## src/rtl/ex_stage_if.sv

```systemverilog
// -----------------------------------------------------------------------------
// ex_stage_if - bundle between decode, hazard control, execute and memory.
//
// Signals:
//   stall, flush           hazard-control hold / bubble request
//   id_i_*                 decode bundle (alu_op, alu_sel, reg0, reg1, waddr, wreg)
//   ex_o_wreg/waddr/wdata  combinational forwarding triple back to decode
//   ex_o_busy              stall request from the serial shifter
//   mem_i_wreg/waddr/wdata EX/MEM registered result for the memory stage
//
// Modports:
//   master - drives decode bundle and hazard control, observes results
//   slave  - the execute stage itself
// -----------------------------------------------------------------------------
interface ex_stage_if #(
  parameter int DW = 32,
  parameter int AW = 5
);
  logic          stall;
  logic          flush;
  logic [7:0]    id_i_alu_op;
  logic [2:0]    id_i_alu_sel;
  logic [DW-1:0] id_i_reg0;
  logic [DW-1:0] id_i_reg1;
  logic [AW-1:0] id_i_waddr;
  logic          id_i_wreg;
  logic          ex_o_wreg;
  logic [AW-1:0] ex_o_waddr;
  logic [DW-1:0] ex_o_wdata;
  logic          ex_o_busy;
  logic          mem_i_wreg;
  logic [AW-1:0] mem_i_waddr;
  logic [DW-1:0] mem_i_wdata;

  modport master (
    output stall, flush, id_i_alu_op, id_i_alu_sel, id_i_reg0, id_i_reg1,
           id_i_waddr, id_i_wreg,
    input  ex_o_wreg, ex_o_waddr, ex_o_wdata, ex_o_busy,
           mem_i_wreg, mem_i_waddr, mem_i_wdata
  );

  modport slave (
    input  stall, flush, id_i_alu_op, id_i_alu_sel, id_i_reg0, id_i_reg1,
           id_i_waddr, id_i_wreg,
    output ex_o_wreg, ex_o_waddr, ex_o_wdata, ex_o_busy,
           mem_i_wreg, mem_i_waddr, mem_i_wdata
  );
endinterface

```

## src/rtl/ex_stage.sv

```systemverilog
// -----------------------------------------------------------------------------
// ex_stage - openMIPS execute stage (ID/EX register, logic/shift ALU,
//            forwarding triple, EX/MEM register).
//
// Ports:
//   clk  - clock, rising edge
//   rst  - asynchronous active-high reset
//   bus  - ex_stage_if.slave: decode bundle in, stall/flush in,
//          forwarding triple + busy out, EX/MEM register out
//
// Configuration:
//   EX_SERIAL_SHIFT_EN - when defined, shifts run on a 1-bit-per-cycle
//   serial shifter that raises ex_o_busy; otherwise a single-cycle barrel
//   shifter is used and ex_o_busy is tied low.
// -----------------------------------------------------------------------------
module ex_stage #(
  parameter int DW = 32,
  parameter int AW = 5
) (
  input  logic      clk,
  input  logic      rst,
  ex_stage_if.slave bus
);

  localparam logic [2:0] SEL_LOGIC = 3'b001;
  localparam logic [2:0] SEL_SHIFT = 3'b010;

  localparam logic [7:0] OP_AND = 8'h24;
  localparam logic [7:0] OP_OR  = 8'h25;
  localparam logic [7:0] OP_XOR = 8'h26;
  localparam logic [7:0] OP_NOR = 8'h27;
  localparam logic [7:0] OP_SLL = 8'h7C;
  localparam logic [7:0] OP_SRL = 8'h02;
  localparam logic [7:0] OP_SRA = 8'h03;

  // ID/EX register
  logic [7:0]    r_op;
  logic [2:0]    r_sel;
  logic [DW-1:0] r_reg0;
  logic [DW-1:0] r_reg1;
  logic [AW-1:0] r_waddr;
  logic          r_wreg;

  // EX/MEM register
  logic          r_mem_wreg;
  logic [AW-1:0] r_mem_waddr;
  logic [DW-1:0] r_mem_wdata;

  logic          w_busy;
  logic [4:0]    w_shamt;
  logic [DW-1:0] w_logic_res;
  logic [DW-1:0] w_shift_res;
  logic [DW-1:0] w_result;

  // NOTE: state is written with non-blocking assignments under an async
  // reset so every register samples pre-edge values regardless of block order.
  always_ff @(posedge clk or posedge rst) begin
    if (rst) begin
      r_op    <= '0;
      r_sel   <= '0;
      r_reg0  <= '0;
      r_reg1  <= '0;
      r_waddr <= '0;
      r_wreg  <= 1'b0;
    end else if (bus.flush) begin
      r_op    <= '0;
      r_sel   <= '0;
      r_reg0  <= '0;
      r_reg1  <= '0;
      r_waddr <= '0;
      r_wreg  <= 1'b0;
    end else if (!(bus.stall || w_busy)) begin
      r_op    <= bus.id_i_alu_op;
      r_sel   <= bus.id_i_alu_sel;
      r_reg0  <= bus.id_i_reg0;
      r_reg1  <= bus.id_i_reg1;
      r_waddr <= bus.id_i_waddr;
      r_wreg  <= bus.id_i_wreg;
    end
  end

  // Only the low five bits of reg0 form the shift amount.
  assign w_shamt = r_reg0[4:0];

  // NOTE: every always_comb output gets a default before the case so no
  // path leaves it unassigned (which would infer a latch).
  always_comb begin
    w_logic_res = '0;
    case (r_op)
      OP_AND:  w_logic_res = r_reg0 & r_reg1;
      OP_OR:   w_logic_res = r_reg0 | r_reg1;
      OP_XOR:  w_logic_res = r_reg0 ^ r_reg1;
      OP_NOR:  w_logic_res = ~(r_reg0 | r_reg1);
      default: w_logic_res = '0;
    endcase
  end

`ifdef EX_SERIAL_SHIFT_EN
  localparam logic [1:0] ST_IDLE  = 2'd0;
  localparam logic [1:0] ST_SHIFT = 2'd1;
  localparam logic [1:0] ST_DONE  = 2'd2;

  logic [1:0]    r_state;
  logic [DW-1:0] r_acc;
  logic [4:0]    r_cnt;
  logic          w_shift_op_ok;
  logic          w_start;

  function automatic logic [DW-1:0] shift1(input logic [7:0] op,
                                           input logic [DW-1:0] v);
    case (op)
      OP_SLL:  return v << 1;
      OP_SRL:  return v >> 1;
      OP_SRA:  return {v[DW-1], v[DW-1:1]};
      default: return '0;
    endcase
  endfunction

  assign w_shift_op_ok = (r_op == OP_SLL) || (r_op == OP_SRL) || (r_op == OP_SRA);
  assign w_start = (r_state == ST_IDLE) && (r_sel == SEL_SHIFT) &&
                   w_shift_op_ok && (w_shamt != 5'd0);
  // The start cycle already performs the first 1-bit step, so busy covers
  // shamt cycles and the result appears in DONE: shamt+1 cycles in total.
  assign w_busy = w_start || (r_state == ST_SHIFT);

  always_ff @(posedge clk or posedge rst) begin
    if (rst) begin
      r_state <= ST_IDLE;
      r_acc   <= '0;
      r_cnt   <= '0;
    end else if (bus.flush) begin
      r_state <= ST_IDLE;
    end else begin
      case (r_state)
        ST_IDLE: if (w_start) begin
          r_acc   <= shift1(r_op, r_reg1);
          r_cnt   <= w_shamt - 5'd1;
          r_state <= (w_shamt == 5'd1) ? ST_DONE : ST_SHIFT;
        end
        ST_SHIFT: begin
          r_acc <= shift1(r_op, r_acc);
          r_cnt <= r_cnt - 5'd1;
          if (r_cnt == 5'd1) r_state <= ST_DONE;
        end
        // ID/EX still holds the shift op in DONE; leaving only when the
        // pipeline advances keeps a stall here from restarting the shift.
        ST_DONE: if (!bus.stall) r_state <= ST_IDLE;
        default: r_state <= ST_IDLE;
      endcase
    end
  end

  always_comb begin
    w_shift_res = '0;
    if (r_state == ST_DONE)                    w_shift_res = r_acc;
    else if (w_shift_op_ok && w_shamt == 5'd0) w_shift_res = r_reg1;
  end
`else
  assign w_busy = 1'b0;

  always_comb begin
    w_shift_res = '0;
    case (r_op)
      OP_SLL:  w_shift_res = r_reg1 << w_shamt;
      OP_SRL:  w_shift_res = r_reg1 >> w_shamt;
      OP_SRA:  w_shift_res = $signed(r_reg1) >>> w_shamt;
      default: w_shift_res = '0;
    endcase
  end
`endif

  always_comb begin
    w_result = '0;
    case (r_sel)
      SEL_LOGIC: w_result = w_logic_res;
      SEL_SHIFT: w_result = w_shift_res;
      default:   w_result = '0;
    endcase
  end

  assign bus.ex_o_wreg  = r_wreg & ~w_busy;
  assign bus.ex_o_waddr = r_waddr;
  assign bus.ex_o_wdata = w_result;
  assign bus.ex_o_busy  = w_busy;

  // EX/MEM: a busy shifter sends bubbles downstream; stall freezes it.
  always_ff @(posedge clk or posedge rst) begin
    if (rst) begin
      r_mem_wreg  <= 1'b0;
      r_mem_waddr <= '0;
      r_mem_wdata <= '0;
    end else if (!bus.stall) begin
      if (w_busy) begin
        r_mem_wreg  <= 1'b0;
        r_mem_waddr <= '0;
        r_mem_wdata <= '0;
      end else begin
        r_mem_wreg  <= bus.ex_o_wreg;
        r_mem_waddr <= bus.ex_o_waddr;
        r_mem_wdata <= bus.ex_o_wdata;
      end
    end
  end

  assign bus.mem_i_wreg  = r_mem_wreg;
  assign bus.mem_i_waddr = r_mem_waddr;
  assign bus.mem_i_wdata = r_mem_wdata;

endmodule

```

## src/flat_wrapper.sv

```systemverilog
// flat-port wrapper written by rule: the top's interface ports become plain ports
module ex_stage_flat 
#(
  parameter int DW = 32,
  parameter int AW = 5
)
  (clk, rst, bus_stall, bus_flush, bus_id_i_alu_op, bus_id_i_alu_sel, bus_id_i_reg0, bus_id_i_reg1, bus_id_i_waddr, bus_id_i_wreg, bus_ex_o_wreg, bus_ex_o_waddr, bus_ex_o_wdata, bus_ex_o_busy, bus_mem_i_wreg, bus_mem_i_waddr, bus_mem_i_wdata);
  ex_stage_if #(.DW(DW), .AW(AW)) bus_i ();
  input  logic clk;
  input  logic rst;
  input wire logic [$bits(bus_i.stall)-1:0] bus_stall;
  input wire logic [$bits(bus_i.flush)-1:0] bus_flush;
  input wire logic [$bits(bus_i.id_i_alu_op)-1:0] bus_id_i_alu_op;
  input wire logic [$bits(bus_i.id_i_alu_sel)-1:0] bus_id_i_alu_sel;
  input wire logic [$bits(bus_i.id_i_reg0)-1:0] bus_id_i_reg0;
  input wire logic [$bits(bus_i.id_i_reg1)-1:0] bus_id_i_reg1;
  input wire logic [$bits(bus_i.id_i_waddr)-1:0] bus_id_i_waddr;
  input wire logic [$bits(bus_i.id_i_wreg)-1:0] bus_id_i_wreg;
  output wire logic [$bits(bus_i.ex_o_wreg)-1:0] bus_ex_o_wreg;
  output wire logic [$bits(bus_i.ex_o_waddr)-1:0] bus_ex_o_waddr;
  output wire logic [$bits(bus_i.ex_o_wdata)-1:0] bus_ex_o_wdata;
  output wire logic [$bits(bus_i.ex_o_busy)-1:0] bus_ex_o_busy;
  output wire logic [$bits(bus_i.mem_i_wreg)-1:0] bus_mem_i_wreg;
  output wire logic [$bits(bus_i.mem_i_waddr)-1:0] bus_mem_i_waddr;
  output wire logic [$bits(bus_i.mem_i_wdata)-1:0] bus_mem_i_wdata;
  assign bus_i.stall = bus_stall;
  assign bus_i.flush = bus_flush;
  assign bus_i.id_i_alu_op = bus_id_i_alu_op;
  assign bus_i.id_i_alu_sel = bus_id_i_alu_sel;
  assign bus_i.id_i_reg0 = bus_id_i_reg0;
  assign bus_i.id_i_reg1 = bus_id_i_reg1;
  assign bus_i.id_i_waddr = bus_id_i_waddr;
  assign bus_i.id_i_wreg = bus_id_i_wreg;
  assign bus_ex_o_wreg = bus_i.ex_o_wreg;
  assign bus_ex_o_waddr = bus_i.ex_o_waddr;
  assign bus_ex_o_wdata = bus_i.ex_o_wdata;
  assign bus_ex_o_busy = bus_i.ex_o_busy;
  assign bus_mem_i_wreg = bus_i.mem_i_wreg;
  assign bus_mem_i_waddr = bus_i.mem_i_waddr;
  assign bus_mem_i_wdata = bus_i.mem_i_wdata;
  ex_stage #(.DW(DW), .AW(AW)) u_core (.clk(clk), .rst(rst), .bus(bus_i));
endmodule
```

## config.mk

```make
export PLATFORM = sky130hd
export DESIGN_NAME = ex_stage_flat
export DESIGN_NICKNAME = d
export VERILOG_FILES = /design/src/rtl/ex_stage_if.sv /design/src/rtl/ex_stage.sv /design/src/flat_wrapper.sv
export SDC_FILE = /design/constraint.sdc
export NUM_CORES = 1
export LEC_CHECK = 0
export ABC_AREA = 1
export CAP_MARGIN = 20
export CELL_PAD_IN_SITES_DETAIL_PLACEMENT = 0
export CELL_PAD_IN_SITES_GLOBAL_PLACEMENT = 1
export CORE_MARGIN = 1
export CORE_UTILIZATION = 35
export DETAILED_ROUTE_END_ITERATION = 8
export MAX_ROUTING_LAYER = met4
export PLACE_DENSITY_LB_ADDON = 0.1
export REMOVE_ABC_BUFFERS = 1
export SYNTH_ARGS = -nofsm -noshare
export SYNTH_HDL_FRONTEND = slang
export SYNTH_SLANG_ARGS = --single-unit
```

## constraint.sdc

```tcl
create_clock -name clk -period 3.75 [get_ports clk]
set_input_delay 0.75 -clock clk [delete_from_list [all_inputs] [get_ports clk]]
set_output_delay 0.75 -clock clk [all_outputs]
set_load 0.05 [all_outputs]
```

==> results.toml <==
[synth]
yosys_warnings = 0
synth_compound_area_frac = 0.123
muxShareOfSynthArea = 0.00191
synth_top_area_frac = 0.283
ys_types = 41
async_flop_share = 1.00
synthAdderAreaFrac = 0.0786
ys_seq_area_frac = 0.283
synth_simple_gate_area_frac = 0.417
netlist_area_sq_um = 10500
synth_xor_area_frac = 0
synthTopCellsByCount = "452 x nand2_1, 409 x nand3_1, 138 x o21ai_0"
synth_edf_count = 0
yosys-top-cells-area = "dfrtp_1 28%, nand3_1 19%, nand2_1 16%"
synth_top_family_by_area = "simple AND/OR/NAND/NOR gates"
ys_dominant_reg_cell = "dfrtp_1"
yosysMostFrequentCell = "nand2_1"
synth_area_leader_cell = "dfrtp_1"
avgSynthCellArea_sq_um = 6.46
syn_inst = 1625
ys_ff_latch = 119

[worst_setup_path]
crit_required_ns = 3.00
crit_fanout = 8
worst_setup_path_end_kind = "output pin"
path_class = "reg -> out"
worst_r2r_path_depth = 10
crit_arrival_ns = 2.84
startpoint_type = "flop"

[placement]
dp_hpwl_um = 32900
globalplace.congestion = 0.984
numPortBuffers = 160

[sta]
fin_crit_sh = 0.958
skew_ns = 0.0105
fmax_ghz = 0.278
post-route-min-period_ns = 3.59
tightest_slew_ns = 0.790
setup-tns-final_ns = 0
finalHoldViolCount = 0
relSlewSlack = 0.473
setup_violations = 0
slew_viol_final = 0
timing.hold.ws_ns = 0.483
rsz0062_at_grt = "false"

[floorplanning]
rows = 63
die-area_sq_um = 30700
initial_core_util = 0.355
die_h_um = 175
io_pins = 162
die_x_um = 175
core-area_sq_um = 29600

[clock_tree]
clk_pin_slew_ns = 0.06
clkLatencyLatePin_ns = 0.46
cts_resized = 0
clock_path_buffers = 2
htreeDepth = 4
clock_sinks = 119
numCtsBuffers = 17
cts_tree = "built"
root_buffer = "clkbuf_16"
cts_setup_buffers = 0
cts_hold_buffers = 0

[finish]
diodes = 0
final_core_utilization = 0.442
drive_gt1_frac = 0.0946
syn2layout_area_growth_pct = 24.3
nets = 1893
nFillCells = 3176

[routing]
drc = 0
vias_per_cell = 5.47
drtAntennaViolNets = 0
wl_um = 43800
vias = 11700
drt-initial-drc-count = 965
wl_per_cell_um = 20.4
drtPass1Iterations = 6

[grt]
grt_util_all_layers = 0.303
grt_max_degree = 74
grt_pass1_wl_um = 68100
antenna_found_initial = 0
grt_overflow_total = 0
grt_pass1_vias = 11500

[pwr]
p_leak_nw = 6.48
p_per_area_nw_per_um2 = 315
ir_drop_v = 0.000321

[hold_path]
hold_path_depth = 2
hold_class = "reg -> reg"

[flow_run]
drv_cap = 0

[run_status]
status = "finished, final reports clean"
sequential cells by signal (all words and copies together) (netlist names):
name                    flops
u_core.bus.mem_i_wdata     32
u_core.r_reg0              32
u_core.r_reg1              32
u_core.r_op                 8
u_core.bus.ex_o_waddr       5
u_core.bus.mem_i_waddr      5
u_core.r_sel                3
u_core.bus.ex_o_wreg        1
u_core.bus.mem_i_wreg       1
placed cells by master, fill, tap and decap left out, types with 4 or more instances in the layout:
| master | count |
|---|---|
| nand3_1 | 409 |
| buf_4 | 62 |
| nand2_1 | 450 |
| o21ai_1 | 20 |
| buf_12 | 10 |
| inv_1 | 121 |
| clkinv_4 | 4 |
| nor3_4 | 5 |
| a21oi_1 | 30 |
| nor2_2 | 4 |
| o211ai_1 | 5 |
| or2_2 | 20 |
| a22o_1 | 19 |
| inv_2 | 12 |
| clkbuf_16 | 17 |
| o21ai_0 | 138 |
| nand2_2 | 6 |
| ha_1 | 66 |
| nand4_1 | 13 |
| nor2_4 | 4 |
| o2111ai_1 | 10 |
| dfrtp_1 | 118 |
| clkdlybuf4s50_1 | 128 |
| nor2_1 | 41 |
final timing paths:
kind | startpoint | to | slack, ns
min | u_core.bus.mem_i_waddr[2]$_DFFE_PP0N_ | u_core.bus.mem_i_waddr[2]$_DFFE_PP0N_ | 0.48
max | u_core.r_op[7]$_DFFE_PP0P_ | bus_ex_o_wdata[15] | 0.16
min reg2reg | u_core.bus.mem_i_waddr[2]$_DFFE_PP0N_ | u_core.bus.mem_i_waddr[2]$_DFFE_PP0N_ | 0.48
max in group asynchronous | rst | u_core.r_op[0]$_DFFE_PP0P_ | 2.13
max reg2reg | u_core.r_reg0[3]$_DFFE_PP0P_ | u_core.bus.mem_i_wdata[12]$_DFFE_PP0N_ | 1.37
min in group asynchronous | rst | u_core.bus.mem_i_waddr[1]$_DFFE_PP0N_ | 0.76
metrics by stage:
step           area, sq um  worst slack [ns]  instances  total power, mW
6_report             13100             0.156       2145             4.12
5_1_grt              13100            0.0177       2145             4.33
4_1_cts              13100            0.0249       2145             4.16
3_3_place_gp         12500             0.551       2113             2.50
2_1_floorplan        10000            -0.734       1522             2.05
3_5_place_dp         12500             0.532       2113             2.50
report_power, final:
part	switching (mW)	internal (mW)
logic	0.706	0.354
clock network	0.703	0.932
registers	0.0662	1.36
kinds of logic after synthesis:
family | after synthesis
mux | 2
other cells | 1
fa+ha+maj | 66
simple gates | 966
buf+inv | 242
compound gates | 229
flops | 119
area by class of cell:
cell class | instances | area (sq um) | area share
Multi-Input combinational cell | 1264 | 6540 | 0.501
Sequential cell | 119 | 2980 | 0.228
Timing Repair Buffer | 201 | 1960 | 0.150
Inverter | 139 | 529 | 0.0405
Tap cell | 390 | 488 | 0.0374
Clock buffer | 19 | 443 | 0.0339
Clock inverter | 13 | 121 | 0.00930
layer usage:
metal | wire (um) | vias up | track usage
li1 | - | 5684 | -
met1 | 20700 | 5624 | 0.410
met2 | 19400 | 373 | 0.454
met3 | 2650 | 50 | 0.0520
met4 | 1050 | 0 | 0.104
met5 | 0 | - | -
critical path: stages, from the launching register on:
cell and delay, ns:
dfrtp_1 0.42, inv_1 0.08, nand2_1 0.07, nor2_1 0.29
nand3_2 0.28, inv_2 0.20, nor2_2 0.13, o21ai_1 0.17
nand2_1 0.13, o21bai_1 0.29, nand2_1 0.13, buf_4 0.20
Note: power is estimated with default switching activity, not from simulation.
